===== src/rtl/mult_batch_scheduler_if.sv =====
// Requester-side and multiplier-side signals of the batch scheduler.
// The scheduler uses the slave modport. The environment uses the master modport.
interface mult_batch_scheduler_if #(
  parameter int WIDTH = 32
);
  logic [1:0]       req_valid;
  logic [31:0]      req_op0;
  logic [31:0]      req_op1;
  logic [1:0]       req_ready;
  logic [1:0]       res_valid;
  logic [WIDTH-1:0] res_data;
  logic [1:0]       batch_done;
  logic [1:0]       batch_err;
  logic             busy;
  logic             EN_mult;
  logic [15:0]      mult_input0;
  logic [15:0]      mult_input1;
  logic             RDY_mult;
  logic             EN_blockRead;
  logic             VALID_memVal;
  logic [WIDTH-1:0] memVal_data;

  modport slave (
    input  req_valid, req_op0, req_op1, RDY_mult, VALID_memVal, memVal_data,
    output req_ready, res_valid, res_data, batch_done, batch_err, busy,
           EN_mult, mult_input0, mult_input1, EN_blockRead
  );

  modport master (
    output req_valid, req_op0, req_op1, RDY_mult, VALID_memVal, memVal_data,
    input  req_ready, res_valid, res_data, batch_done, batch_err, busy,
           EN_mult, mult_input0, mult_input1, EN_blockRead
  );
endinterface


===== src/rtl/mult_batch_scheduler.sv =====
// Two-channel batch scheduler in front of a shared multiplier/product memory.
// It feeds one DEPTH-pair batch, waits for the memory to fill, then drains the products to the owning channel.

// Per-channel gating: handshakes, operand slice and the registered done/err pulses.
module mult_batch_scheduler_lane (
  input  logic        clk,
  input  logic        rst,
  input  logic        own,
  input  logic        feed,
  input  logic        drain,
  input  logic        xfer,
  input  logic        mem_valid,
  input  logic        done_set,
  input  logic        err_set,
  input  logic [15:0] op0,
  input  logic [15:0] op1,
  output logic        req_ready,
  output logic        res_valid,
  output logic        batch_done,
  output logic        batch_err,
  output logic [15:0] in0,
  output logic [15:0] in1
);
  logic act_feed;

  assign act_feed  = own & feed;
  assign req_ready = act_feed & xfer;
  assign res_valid = own & drain & mem_valid;
  assign in0       = act_feed ? op0 : '0;
  assign in1       = act_feed ? op1 : '0;

  always_ff @(posedge clk) begin
    if (rst) begin
      batch_done <= 1'b0;
      batch_err  <= 1'b0;
    end else begin
      batch_done <= own & done_set;
      batch_err  <= own & err_set;
    end
  end
endmodule

module mult_batch_scheduler #(
  parameter int LOGDEPTH = 6,
  parameter int WIDTH    = 32,
  parameter int TIMEOUT  = 255
) (
  input logic                   clk,
  input logic                   rst,
  mult_batch_scheduler_if.slave bus
);
  localparam int                NUM_CH = 2;
  localparam int                DEPTH  = 2 ** LOGDEPTH;
  localparam logic [LOGDEPTH:0] LAST   = (LOGDEPTH+1)'(DEPTH - 1);
  localparam logic [LOGDEPTH:0] ONE    = (LOGDEPTH+1)'(1);
  localparam logic [7:0]        WD_MAX = 8'(TIMEOUT);

  typedef enum logic [2:0] {IDLE, FEED, WAIT_FULL, READ_REQ, DRAIN} state_t;

  state_t            state, state_nx;
  logic              owner, owner_nx;
  logic              last_grant, last_grant_nx;
  logic [LOGDEPTH:0] fed_cnt, fed_nx;
  logic [LOGDEPTH:0] beat_cnt, beat_nx;
  logic [7:0]        wd_cnt, wd_nx;
  logic              xfer, done_set, err_set, blk_rd, grant;
  logic              in_feed, in_drain;
  logic [WIDTH-1:0]  res_mux;

  logic [NUM_CH-1:0]       own, lane_rdy, lane_rv, lane_done, lane_err;
  logic [NUM_CH-1:0][15:0] op0_v, op1_v, lane_in0, lane_in1;
  logic [15:0]             in0_or, in1_or;

  always_ff @(posedge clk) begin
    if (rst) begin
      state      <= IDLE;
      owner      <= 1'b0;
      last_grant <= 1'b1;
      fed_cnt    <= '0;
      beat_cnt   <= '0;
      wd_cnt     <= '0;
    end else begin
      state      <= state_nx;
      owner      <= owner_nx;
      last_grant <= last_grant_nx;
      fed_cnt    <= fed_nx;
      beat_cnt   <= beat_nx;
      wd_cnt     <= wd_nx;
    end
  end

  always_comb begin
    state_nx      = state;
    owner_nx      = owner;
    last_grant_nx = last_grant;
    fed_nx        = fed_cnt;
    beat_nx       = beat_cnt;
    wd_nx         = wd_cnt;
    xfer          = 1'b0;
    done_set      = 1'b0;
    err_set       = 1'b0;
    blk_rd        = 1'b0;
    grant         = 1'b0;
    case (state)
      IDLE: begin
        if (|bus.req_valid) begin
          // On a tie the channel that did not win last time gets the grant.
          grant         = (&bus.req_valid) ? ~last_grant : bus.req_valid[1];
          owner_nx      = grant;
          last_grant_nx = grant;
          fed_nx        = '0;
          state_nx      = FEED;
        end
      end
      FEED: begin
        xfer = bus.req_valid[owner] & bus.RDY_mult;
        if (xfer) begin
          fed_nx = fed_cnt + ONE;
          if (fed_cnt == LAST) begin
            state_nx = WAIT_FULL;
            wd_nx    = '0;
          end
        end
      end
      WAIT_FULL: begin
        wd_nx = wd_cnt + 8'd1;
        // RDY_mult dropping means the memory is full, and that wins over the watchdog.
        if (!bus.RDY_mult) begin
          state_nx = READ_REQ;
        end else if (wd_cnt == WD_MAX) begin
          err_set  = 1'b1;
          state_nx = IDLE;
        end
      end
      READ_REQ: begin
        blk_rd   = 1'b1;
        beat_nx  = '0;
        state_nx = DRAIN;
      end
      DRAIN: begin
        if (bus.VALID_memVal) begin
          beat_nx = beat_cnt + ONE;
          if (beat_cnt == LAST) begin
            done_set = 1'b1;
            state_nx = IDLE;
          end
        end else if (beat_cnt != '0) begin
          done_set = 1'b1;
          state_nx = IDLE;
        end
      end
      default: state_nx = IDLE;
    endcase
  end

  assign in_feed  = (state == FEED);
  assign in_drain = (state == DRAIN);
  assign op0_v    = bus.req_op0;
  assign op1_v    = bus.req_op1;

  for (genvar c = 0; c < NUM_CH; c++) begin : g_lane
    assign own[c] = (owner == 1'(c));
    mult_batch_scheduler_lane u_lane (
      .clk       (clk),
      .rst       (rst),
      .own       (own[c]),
      .feed      (in_feed),
      .drain     (in_drain),
      .xfer      (xfer),
      .mem_valid (bus.VALID_memVal),
      .done_set  (done_set),
      .err_set   (err_set),
      .op0       (op0_v[c]),
      .op1       (op1_v[c]),
      .req_ready (lane_rdy[c]),
      .res_valid (lane_rv[c]),
      .batch_done(lane_done[c]),
      .batch_err (lane_err[c]),
      .in0       (lane_in0[c]),
      .in1       (lane_in1[c])
    );
  end

  always_comb begin
    in0_or = '0;
    in1_or = '0;
    for (int c = 0; c < NUM_CH; c++) begin
      in0_or = in0_or | lane_in0[c];
      in1_or = in1_or | lane_in1[c];
    end
  end

  assign res_mux          = in_drain ? bus.memVal_data : '0;
  assign bus.res_data     = res_mux;
  assign bus.req_ready    = lane_rdy;
  assign bus.res_valid    = lane_rv;
  assign bus.batch_done   = lane_done;
  assign bus.batch_err    = lane_err;
  assign bus.busy         = (state != IDLE);
  assign bus.EN_mult      = xfer;
  assign bus.EN_blockRead = blk_rd;
  assign bus.mult_input0  = in0_or;
  assign bus.mult_input1  = in1_or;
endmodule


===== src/flat_wrapper.sv =====
// flat-port wrapper written by rule: the top's interface ports become plain ports
module mult_batch_scheduler_flat 
#(
  parameter int LOGDEPTH = 6,
  parameter int WIDTH    = 32,
  parameter int TIMEOUT  = 255
)
  (clk, rst, bus_req_valid, bus_req_op0, bus_req_op1, bus_RDY_mult, bus_VALID_memVal, bus_memVal_data, bus_req_ready, bus_res_valid, bus_res_data, bus_batch_done, bus_batch_err, bus_busy, bus_EN_mult, bus_mult_input0, bus_mult_input1, bus_EN_blockRead);
  mult_batch_scheduler_if #(.WIDTH(WIDTH)) bus_i ();
  input logic clk;
  input logic rst;
  input wire logic [$bits(bus_i.req_valid)-1:0] bus_req_valid;
  input wire logic [$bits(bus_i.req_op0)-1:0] bus_req_op0;
  input wire logic [$bits(bus_i.req_op1)-1:0] bus_req_op1;
  input wire logic [$bits(bus_i.RDY_mult)-1:0] bus_RDY_mult;
  input wire logic [$bits(bus_i.VALID_memVal)-1:0] bus_VALID_memVal;
  input wire logic [$bits(bus_i.memVal_data)-1:0] bus_memVal_data;
  output wire logic [$bits(bus_i.req_ready)-1:0] bus_req_ready;
  output wire logic [$bits(bus_i.res_valid)-1:0] bus_res_valid;
  output wire logic [$bits(bus_i.res_data)-1:0] bus_res_data;
  output wire logic [$bits(bus_i.batch_done)-1:0] bus_batch_done;
  output wire logic [$bits(bus_i.batch_err)-1:0] bus_batch_err;
  output wire logic [$bits(bus_i.busy)-1:0] bus_busy;
  output wire logic [$bits(bus_i.EN_mult)-1:0] bus_EN_mult;
  output wire logic [$bits(bus_i.mult_input0)-1:0] bus_mult_input0;
  output wire logic [$bits(bus_i.mult_input1)-1:0] bus_mult_input1;
  output wire logic [$bits(bus_i.EN_blockRead)-1:0] bus_EN_blockRead;
  assign bus_i.req_valid = bus_req_valid;
  assign bus_i.req_op0 = bus_req_op0;
  assign bus_i.req_op1 = bus_req_op1;
  assign bus_i.RDY_mult = bus_RDY_mult;
  assign bus_i.VALID_memVal = bus_VALID_memVal;
  assign bus_i.memVal_data = bus_memVal_data;
  assign bus_req_ready = bus_i.req_ready;
  assign bus_res_valid = bus_i.res_valid;
  assign bus_res_data = bus_i.res_data;
  assign bus_batch_done = bus_i.batch_done;
  assign bus_batch_err = bus_i.batch_err;
  assign bus_busy = bus_i.busy;
  assign bus_EN_mult = bus_i.EN_mult;
  assign bus_mult_input0 = bus_i.mult_input0;
  assign bus_mult_input1 = bus_i.mult_input1;
  assign bus_EN_blockRead = bus_i.EN_blockRead;
  mult_batch_scheduler #(.LOGDEPTH(LOGDEPTH), .WIDTH(WIDTH), .TIMEOUT(TIMEOUT)) u_core (.clk(clk), .rst(rst), .bus(bus_i));
endmodule

===== config.mk =====
export PLATFORM = sky130hd
export DESIGN_NAME = mult_batch_scheduler_flat
export DESIGN_NICKNAME = d
export VERILOG_FILES = /design/src/rtl/mult_batch_scheduler_if.sv /design/src/rtl/mult_batch_scheduler.sv /design/src/flat_wrapper.sv
export SDC_FILE = /design/constraint.sdc
export NUM_CORES = 1
export LEC_CHECK = 0
export CAP_MARGIN = 20
export CORE_MARGIN = 3
export CORE_UTILIZATION = 36
export DETAILED_ROUTE_END_ITERATION = 7
export PLACE_DENSITY = 0.86
export SLEW_MARGIN = 20
export SYNTH_ARGS = -nofsm -noshare
export SYNTH_HDL_FRONTEND = slang
export SYNTH_SLANG_ARGS = --single-unit
export TNS_END_PERCENT = 1

===== constraint.sdc =====
create_clock -name clk -period 2.7 [get_ports clk]
set_input_delay 0.27 -clock clk [delete_from_list [all_inputs] [get_ports clk]]
set_output_delay 0.27 -clock clk [all_outputs]
set_load 0.01 [all_outputs]

==> results.yml <==
timing:
  fmax_mhz: 441
  holdWs_ns: 0.477
  fin_crit_ns: 2.27
  skew_ns: 0.0108
  rsz0062_at_grt: "no"
  maxSlewViolCount: 0
  finalSetupTns_ns: 0
  hold_viol: 0
  finalCritPeriodShare_pct: 84.0
  worstMarginPinSlew_ns: 0.875
  setup_violations: 0
  slew-limit-headroom_pct: 41.5
worst_setup_path:
  r2r_cells: 3
  path_depth: 4
  slowest_delay_ns: 0.53
  r2r-end: "u_core.wd_cnt[7]$_SDFFE_PP0P_"
  cp-start-kind: "flip-flop"
  endpoint_kind: "output port"
  crit_chain: "nor3b_2 > buf_4 > and3_1 > clkdlybuf4s50_1"
  cp_slowest_cell: "clkdlybuf4s50_1"
  rr_startpoint: "u_core.state[1]$_SDFFE_PP0P_"
  worstSetupPathType: "reg2out"
  cp.arrival_ns: 2.00
  critPathTopFamily: "buffers and inverters"
  path_max_fanout: 37
  cp_num_buf_inv: 2
  cp.required_ns: 2.43
  reg2reg_slack_ns: 0.69
global_routing:
  grt_pass1_vias: 2556
  grt_remaining_overflow: 0
  grt_pass1_wl_um: 12200
  grt_antenna_before_repair: 0
  grt_max_degree: 42
  grt_usage_pct: 20.3
yosys:
  synth.distinct_cells: 45
  yosysWarnings: 0
  ys_ff_latch: 31
  synth_edf_count: 0
  ys.flop_type: "dfxtp_1"
  synthArstFlopShare_pct: 0
  syn_area_mm2: 0.00227
  syn_area_per_cell_um2: 7.77
  syn_inst: 292
  ys_seq_area_share_pct: 27.3
  synthesis.nets: 398
worst_hold_path:
  hold_end: "u_core.fed_cnt[6]$_SDFFE_PP0P_"
  hold_class: "reg2reg"
  min_path_cells: 2
  holdCritStartpoint: "u_core.fed_cnt[6]$_SDFFE_PP0P_"
finish:
  mostFrequentLayoutCell: "clkdlybuf4s50_1"
  fin_nets: 560
  post-route-util_pct: 68.6
  area_growth_pct: 82.1
  drive_gt1_share_pct: 4.41
  final_cell_mix: "clkdlybuf4s50_1, nor2_1, mux2i_1, and2_1, dfxtp_1"
  antenna_cells: 0
floorplanning:
  core-area_mm2: 0.00603
  rows: 28
  die_w_um: 85.4
  boundaryPins: 177
  start_util_pct: 37.7
  dieArea_mm2: 0.00729
  die_h_um: 85.4
power:
  pwr-share-clk_pct: 29.9
  internal-power_uw: 911
  ir_drop_mv: 0.205
  p_per_area_mw_per_mm2: 296
  pwr-share-seq_pct: 38.2
  p_leak_nw: 1.48
  power_frac_comb_pct: 31.9
  power.switching_uw: 315
  swShare_pct: 25.7
clock_tree:
  post_cts_buffers: 0
  cts_max_level: 2
  path_clk_slew_ns: 0.07
  cts_made_buffers: 5
  clock_latency_ns: 0.28
  cts_tree: "done"
  cts_root_buffer: "clkbuf_8"
  cts_hold_buffers: 0
  cts_max_path_buffers: 2
  cts_resized: 0
  clock-sinks: 31
detailed_routing:
  drt_iter0_drc: 93
  routed_wl_um: 7610
  wl_met2_um: 4030
  wl_per_cell_um: 14.4
  wl_met1_um: 2860
  num_vias: 2612
  wl_met3_um: 603
  via_per_inst: 4.94
  topRoutingLayerUsed: "met4"
  firstDrtPassIters: 4
  drc_errors: 0
  ant_nets: 0
run:
  cap_violations: 0
place:
  dp_hpwl_um: 6140
  gp_congestion: 0.809
  port_buffers: 176
outcome:
  status: "finished clean"
[cell usage after synthesis (4+ instances only)]
cell type  number  area share, %
nand2_1        11            1.8
and2_1         32            8.8
a211oi_1        5            1.7
ha_1            4            2.2
or3_1           5            1.4
o21ai_0         7            1.5
mux2i_1        33             15
nand3_1        13            2.9
dfxtp_1        31             27
a21oi_1        15            3.3
clkbuf_1       15            2.5
nor2_1         50            8.3
or4_1           4            1.3
and3_1          4            1.1
xnor2_1         4            1.5
buf_4           8            2.6
inv_1           8            1.3
[kinds of logic (layout without fill, tap and decap cells)]
family          count (synthesis)  after routing  share of synthesized area (%)
flops                          31             31                           27.3
xor+xnor                        4              4                           1.54
buf+inv                        34            196                           7.06
compound gates                 48             48                           14.1
simple gates                  136            136                           32.2
fa+ha+maj                       4              4                           2.21
mux                            35             35                           15.5
[flip-flops by register name, indices dropped and copies added, names as in the netlist]
register and cells:
u_core.owner 1, u_core.beat_cnt 7, u_core.last_grant 1, u_core.state 3
u_core.g_lane.u_lane.batch_err 2, u_core.g_lane.u_lane.batch_done 2, u_core.fed_cnt 7, u_core.wd_cnt 8
[metal layers]
layer  track usage (%)  vias up
li1                  -     1345
met5                 0        -
met3              5.63       11
met4              5.47        0
met1              22.7     1165
met2              37.5       91
[tightest hold or removal path, stage by stage (launching register included)]
cell and delay (ns):
dfxtp_1 0.32, o31ai_1 0.06, a21oi_1 0.05
[worst max path at each step]
stage,start,end,slack [ns]
4_1_cts,u_core.state[2]$_SDFFE_PP0P_,bus_res_valid[1],0.41
5_1_grt,u_core.state[2]$_SDFFE_PP0P_,bus_res_valid[1],0.29
6_report,u_core.state[2]$_SDFFE_PP0P_,bus_res_valid[1],0.43
3_3_place_gp,bus_req_valid[1],bus_EN_mult,0.64
2_1_floorplan,u_core.beat_cnt[2]$_SDFFE_PP0P_,u_core.state[2]$_SDFFE_PP0P_,1.02
3_5_place_dp,bus_req_valid[1],u_core.fed_cnt[4]$_SDFFE_PP0P_,0.59
[power by group through the flow]
stage               Clock (mW)  Sequential (mW)  Combinational [mW]
floorplan                    0            0.474               0.146
global placement             0            0.479               0.387
detailed placement           0            0.479               0.392
CTS                      0.372            0.469               0.395
global route             0.394            0.469               0.421
finish                   0.366            0.469               0.391
[layout make-up]
| type | count | area [µm²] |
|---|---|---|
| clock buffers | 6 | 82.6 |
| clock inverters | 1 | 5.00 |
| fillers | 498 | 1890 |
| inverters | 8 | 30.0 |
| multi-input cells | 227 | 1490 |
| flip-flops and latches | 31 | 622 |
| well taps | 75 | 93.8 |
| repair buffers | 181 | 1810 |
[stage by stage]
step | power, mW | std cells | setup slack, ns | cell area, µm²
3_3_place_gp | 0.865 | 522 | 0.638 | 4050
2_1_floorplan | 0.620 | 292 | 1.02 | 2270
5_1_grt | 1.28 | 529 | 0.293 | 4130
3_5_place_dp | 0.871 | 522 | 0.590 | 4050
4_1_cts | 1.24 | 529 | 0.407 | 4130
6_report | 1.23 | 529 | 0.432 | 4130
Power figures use the tool's default switching activity.
